## src/rtl/binary_to_bcd_seq.sv

```systemverilog
// Sequential double-dabble binary-to-BCD converter, one input bit per clock.
// Optional overflow flag: define BCD_OVF_CHK_EN to add the ovf port.
module binary_to_bcd_seq #(
  parameter int BIN_W  = 8,
  parameter int DIGITS = 3
) (
  input  logic                  clk,
  input  logic                  rst_n,
  input  logic                  start,
  input  logic [BIN_W-1:0]      bin_in,
  output logic                  busy,
  output logic                  done,
  output logic [4*DIGITS-1:0]   bcd_out
`ifdef BCD_OVF_CHK_EN
  ,
  output logic                  ovf
`endif
);

  localparam int CNT_W = $clog2(BIN_W + 1);
  localparam int BCD_W = 4 * DIGITS;

  typedef enum logic [1:0] {IDLE, SHIFT, FINISH} state_t;

  state_t             state_q, state_d;
  logic [BIN_W-1:0]   shift_q, shift_d;
  logic [BCD_W-1:0]   scratch_q, scratch_d;
  logic [BCD_W-1:0]   bcd_q, bcd_d;
  logic [CNT_W-1:0]   cnt_q, cnt_d;
  logic               done_q, done_d;
  logic [BCD_W-1:0]   adj;

`ifdef BCD_OVF_CHK_EN
  logic flag_q, flag_d;
  logic ovf_q, ovf_d;
`endif

  // Add 3 to every digit >= 5 so the following shift carries correctly.
  always_comb begin
    adj = scratch_q;
    for (int i = 0; i < DIGITS; i++) begin
      if (scratch_q[4*i +: 4] >= 4'd5)
        adj[4*i +: 4] = scratch_q[4*i +: 4] + 4'd3;
    end
  end

  always_comb begin
    state_d   = state_q;
    shift_d   = shift_q;
    scratch_d = scratch_q;
    bcd_d     = bcd_q;
    cnt_d     = cnt_q;
    done_d    = 1'b0;
`ifdef BCD_OVF_CHK_EN
    flag_d    = flag_q;
    ovf_d     = ovf_q;
`endif
    case (state_q)
      IDLE: begin
        if (start) begin
          shift_d   = bin_in;
          scratch_d = '0;
          cnt_d     = CNT_W'(BIN_W);
`ifdef BCD_OVF_CHK_EN
          flag_d    = 1'b0;
`endif
          state_d   = SHIFT;
        end
      end
      SHIFT: begin
        scratch_d = {adj[BCD_W-2:0], shift_q[BIN_W-1]};
        shift_d   = shift_q << 1;
        cnt_d     = cnt_q - CNT_W'(1);
`ifdef BCD_OVF_CHK_EN
        flag_d    = flag_q | adj[BCD_W-1];
`endif
        if (cnt_q == CNT_W'(1))
          state_d = FINISH;
      end
      FINISH: begin
        bcd_d   = scratch_q;
        done_d  = 1'b1;
`ifdef BCD_OVF_CHK_EN
        ovf_d   = flag_q;
`endif
        state_d = IDLE;
      end
      default: state_d = IDLE;
    endcase
  end

  always_ff @(posedge clk or negedge rst_n) begin
    if (!rst_n) begin
      state_q   <= IDLE;
      shift_q   <= '0;
      scratch_q <= '0;
      bcd_q     <= '0;
      cnt_q     <= '0;
      done_q    <= 1'b0;
    end else begin
      state_q   <= state_d;
      shift_q   <= shift_d;
      scratch_q <= scratch_d;
      bcd_q     <= bcd_d;
      cnt_q     <= cnt_d;
      done_q    <= done_d;
    end
  end

`ifdef BCD_OVF_CHK_EN
  always_ff @(posedge clk or negedge rst_n) begin
    if (!rst_n) begin
      flag_q <= 1'b0;
      ovf_q  <= 1'b0;
    end else begin
      flag_q <= flag_d;
      ovf_q  <= ovf_d;
    end
  end

  assign ovf = ovf_q;
`endif

  assign busy    = (state_q != IDLE);
  assign done    = done_q;
  assign bcd_out = bcd_q;

endmodule

```

## config.mk

```make
export PLATFORM = sky130hd
export DESIGN_NAME = binary_to_bcd_seq
export DESIGN_NICKNAME = d
export VERILOG_FILES = /design/src/rtl/binary_to_bcd_seq.sv
export SDC_FILE = /design/constraint.sdc
export NUM_CORES = 1
export LEC_CHECK = 0
export BUFFER_PORTS_ARGS = -buffer_cell sky130_fd_sc_hd__clkbuf_2
export CELL_PAD_IN_SITES_DETAIL_PLACEMENT = 2
export CELL_PAD_IN_SITES_GLOBAL_PLACEMENT = 2
export CORE_MARGIN = 4
export CORE_UTILIZATION = 30
export CTS_BUF_LIST = sky130_fd_sc_hd__clkbuf_8
export DETAILED_ROUTE_END_ITERATION = 8
export PLACE_DENSITY = 0.72
export SLEW_MARGIN = 10
export SYNTH_ARGS = -nofsm -noshare
export SYNTH_HDL_FRONTEND = slang
export SYNTH_SLANG_ARGS = --single-unit
```

## constraint.sdc

```tcl
create_clock -name clk -period 1.7 [get_ports clk]
set_input_delay 0.17 -clock clk [delete_from_list [all_inputs] [get_ports clk]]
set_output_delay 0.17 -clock clk [all_outputs]
set_load 0.01 [all_outputs]
```

Word-level counts from Yosys, hierarchy flattened --
Index checks and enable logic that the tools add are counted.
Word-level totals: latch bits 0, input bits 11, memory bits (read-only) 0, output and inout bits 14, register bits 39, memories kept 0, bits in writable memories 0, logic and storage cells 36
Cells by class: reduce and logical (&&, ||, !) cells 5, shifts and indexed selects 0, divide/modulo/power cells 0, muxes and demuxes 13, equality and inequality tests 5, magnitude comparators 3, bitwise logic cells 0, multiply operators 0, add/subtract/negate cells 4
Operator list (number):
- 12-bit one-hot mux with 2 select lines | 1
- 8-bit one-hot mux with 2 select lines | 1
- 4-bit by 3-bit >= comparator with 1-bit output (second input constant) | 3
- 12-bit two-way mux | 1
- 4-bit two-way mux | 3
- 4-bit by 2-bit adder with 4-bit output (second input constant) | 2
- 8-bit two-way mux | 1
- 4-bit one-hot mux with 2 select lines | 1
- 4-bit by 1-bit == test with 1-bit output (second input constant) | 1
- 2-bit two-way mux | 2
- 2-bit inequality test (second input constant) | 2
- 2-bit one-hot mux with 2 select lines | 1
- 2-bit AND reduction | 2
- 2-bit nonzero test | 2
- 4-bit by 1-bit subtractor with 4-bit output (second input constant) | 1
- 3-bit by 2-bit adder with 3-bit output (second input constant) | 1
- 3-bit two-way mux | 1
- 2-bit by 1-bit == test with 1-bit output (second input constant) | 1
- 2-bit == test (second input constant) | 1
- 2-bit zero test | 1
- 1-bit two-way mux | 1

Logic depth before layout (Yosys ltp) --
depth after elaboration 3, gate-level depth with buffers 5, gate-level depth less buffers 5

Least setup slack after synthesis --
OpenSTA, ideal clock, no wires.
path kind reg2reg, from register scratch_q[4], to register scratch_q[8], cell stages (with the launch flop) 6, library setup time 101 ps, period minus slack after synthesis 1264 ps, required time 1599 ps, data arrival time 1164 ps, path slack 436 ps, buffers on the path 0, cell sequence dfrtp_1 inv_1 ha_1 nor2b_1 o21a_1 o32ai_1
On the way: longest elaborated chain between the ends 3, elaborated cells on any way between the ends 4, classes of those cells add/sub: 1; order compare: 1; mux: 2
Ends and longest elaborated chain:
- start, declared | line 27 | logic [BCD_W-1:0] scratch_q, scratch_d;
- start signal, assigned | line 103 | scratch_q <= scratch_d;
- 4-bit by 2-bit adder with 4-bit output / 4-bit by 3-bit >= comparator with 1-bit output (equally long branches) | line 43, 42
- 4-bit two-way mux (*) | line 42 | if (scratch_q[4*i +: 4] >= 4'd5)
- 12-bit one-hot mux with 2 select lines (*) | line 58 | case (state_q)
Mark *: on every way between the ends. The rest lies on a longest branch, timed or not. A chain may end at the register's enable or synchronous reset.

Worst setup path after layout --
from register state_q[0], to output busy
On the way: longest elaborated chain between the ends 1
Ends and longest elaborated chain:
- start, declared | line 25 | state_t state_q, state_d;
- start signal, assigned | line 101 | state_q <= state_d;
- 2-bit nonzero test | line 124 | assign busy = (state_q != IDLE);
- end, declared | line 11 | output logic busy,
Every way passes these cells.

==> metrics <==
run status=finished clean; WP data required=about 1.5 ns; Num CTS Buffers=5; WP buf/inv=2; fin. max-slew vios=0; clk_lat worst skew=between 0.2 and 0.3 ns; Sum Neg Setup Slack=0 ns; R2R depth=5; total power=3.94 mW; CP max-delay cell=dfrtp_2; RePlAce Congestion=around 0.77; Die H=just under 90 um; io pins=25; clock root buffer=clkbuf_8; Syn Inst Count=190; n_diodes=0; vias post-DR=~1500; core area=approximately 0.0060 sq mm; first-pass GRT wire length=approximately 8.4 mm; CP Class=flip-flop to primary output; VDD IR max=about 0.55 mV; Crit Path Max Fanout=13; FF-to-FF Start=scratch_q[0]; Synth top area share=51.3%; Crit. End Element=primary output; Power Dens Cells=~1800 mW/mm^2; Fin Clk Skew=0.00787 ns; Reg clk slew, reported paths=0.08 ns; IO Port Bufs=24; Yosys Warn Count=0; XOR/XNOR share of the synthesized area=less than 1%; Fmax achieved=between 0.6 and 0.7 GHz; Post-CTS Setup Inserts=0; r2r setup slk=approximately 0.16 ns; Synth Cell Area=0.00190 sq mm; Synth Register Bits=39; max-cap violations=0; vias in the first global route=1675; commonest cells in the netlist=dfrtp_1 (39), o21ai_0 (24), nand2_1 (21); setup violators final=0; post-synthesis mux area share=1.12%; Final Critical Period=~1.6 ns; crit-path cells=buf_4 > or2_2 > clkbuf_2; worst-margin pin slew=roughly 0.51 ns; Worst setup SP type=flip-flop; most frequent cell after synthesis=dfrtp_1; post-synthesis sequential area ratio=about half; ys async rst share=100%; Simple-Gate Fraction of Synth Area=12.1%; Critical Path Max Stage Delay=0.51 ns; WP data arrival=between 1 and 1.5 ns; nets=238; Final period util=between 90% and 100%; row count=28; Crit. path cell count=3; Synth Net Count=about 210; gr ovfl total=0; die area=roughly 0.0077 sq mm; largest net degree at the start of global routing=40; DRT iter0 DRCs=53; via density per instance=about 5.2; complex-gate fraction of the synthesized area=about a quarter; cell leakage power=a little over 1 nW; EDFF count, synth=0; Synth Area in Adders=5.26%; CP startpoint=state_q[0]; Initial DRT Pass Iterations=4; Initial Util=a little under a third; WHS Path Cells=3; GRT Total Usage=between 10% and 20%; initial antenna violation count=0; Critical R2R Capture=scratch_q[1]; RSZ-0062 raised after global routing=false; final hold vios=0; cell taking the most area after synthesis=dfrtp_1; max_slew headroom=66.1%; Area Overhead vs Synth=16.2%; Longest Clk Path Bufs=2; TritonCTS clock tree=yes; wire per inst=between 15 and 20 um; DRC viols=0; post-synthesis cell type count=33; CP endpoint=busy; synth top area cells=dfrtp_1 (51%), o21ai_0 (6.3%), ha_1 (5.3%), nand2_1 (4.1%), nor2b_1 (3.9%); DRT Wirelength=between 4 and 5 mm; CP top delay family=flip-flops; top_reg_cell synth=dfrtp_1; worst hold path type=input port to flip-flop; H-tree depth=2; Final ANT Viol Nets=0; CTS Sinks=39; Die Wd=~88 um; share of cells above drive strength 1=19.1%; main combinational cell family by area after synthesis=compound AO/OA/AOI/OAI gates; DP HPWL=approximately 3.5 mm; syn avg cell area=10.0 sq um
area by class of cell:
| type | instances | area [sq um] |
|---|---|---|
| fill | 702 | 3810 |
| sequential | 39 | 977 |
| multi-input combinational | 126 | 820 |
| timing repair buffer | 32 | 183 |
| tap | 75 | 93.8 |
| clock buffer | 5 | 68.8 |
| inverter | 15 | 56.3 |
| clock inverter | 3 | 12.5 |
worst min-delay path by stage:
stage	end	from	slack [ns]
finish	shift_q[3]	bin_in[3]	0.17
global route	shift_q[4]	bin_in[4]	0.18
CTS	shift_q[3]	bin_in[3]	0.16
detailed placement	bcd_out[7]	rst_n	0.27
global placement	bcd_out[6]	rst_n	0.27
floorplan	bcd_out[0]	rst_n	-0.13
where the power goes:
part | switching, mW | total (mW) | internal (mW)
logic | 0.961 | 1.72 | 0.755
registers | 0.327 | 1.63 | 1.30
clock network | 0.324 | 0.601 | 0.276
total | 1.61 | 3.94 | 2.33
per-stage QoR:
| step | instances | utilization (%) | worst slack [ns] | area (sq um) | hold slack [ns] |
|---|---|---|---|---|---|
| after floorplan | 190 | - | 0.436 | 1900 | -0.126 |
| after global placement | 286 | 35.2 | 0.248 | 2120 | 0.270 |
| after detailed placement | 286 | 35.2 | 0.186 | 2120 | 0.269 |
| after CTS | 295 | 36.7 | 0.0172 | 2210 | 0.164 |
| after global routing | 295 | 36.7 | 0.0274 | 2210 | 0.180 |
| final | 295 | 36.7 | 0.117 | 2210 | 0.168 |
placed cells by master (no fill, tap or decap), types with 7 or more instances in the layout:
| cell | n |
|---|---|
| o21ai_0 | 24 |
| a22oi_1 | 7 |
| nor2b_1 | 12 |
| buf_4 | 7 |
| nand2_1 | 21 |
| clkbuf_2 | 24 |
| a21oi_1 | 9 |
| dfrtp_1 | 38 |
| ha_1 | 8 |
| inv_1 | 17 |
flip-flops by register name (all words and copies together) (netlist names):
name / flops
bcd_out: 12
cnt_q: 4
done: 1
scratch_q: 12
shift_q: 8
state_q: 2
routing by layer:
layer / track usage, % / vias up / routed length, um
met5: 0 / - / 0
met4: 4.60 / 0 / 64
met3: 3.10 / 7 / 143
met2: 23.1 / 21 / 2450
met1: 18.5 / 770 / 2250
li1: - / 727 / -
worst reg2reg max path, stage by stage, from the launching register on:
cell and delay, ns:
dfrtp_1 0.44, inv_1 0.15, ha_1 0.21, nor2b_1 0.26
o21a_1 0.21, o221ai_1 0.14
kinds of logic (layout without fill, tap and decap cells):
kind of cell,Yosys count,count (layout)
muxes,2,2
adders and majority gates,8,8
buffers and inverters,25,55
xor gates and xnor gates,2,2
AOI/OAI and AO/OA,68,68
DFF,39,39
and+or+nand+nor,46,46
timing repair:
action	in CTS	in global routing
hold buffers	1	0
hold endpoints to repair	39	0
resized for setup	0	1
endpoints found under the setup margin	0	1
Note: power is estimated with default switching activity, not from simulation.
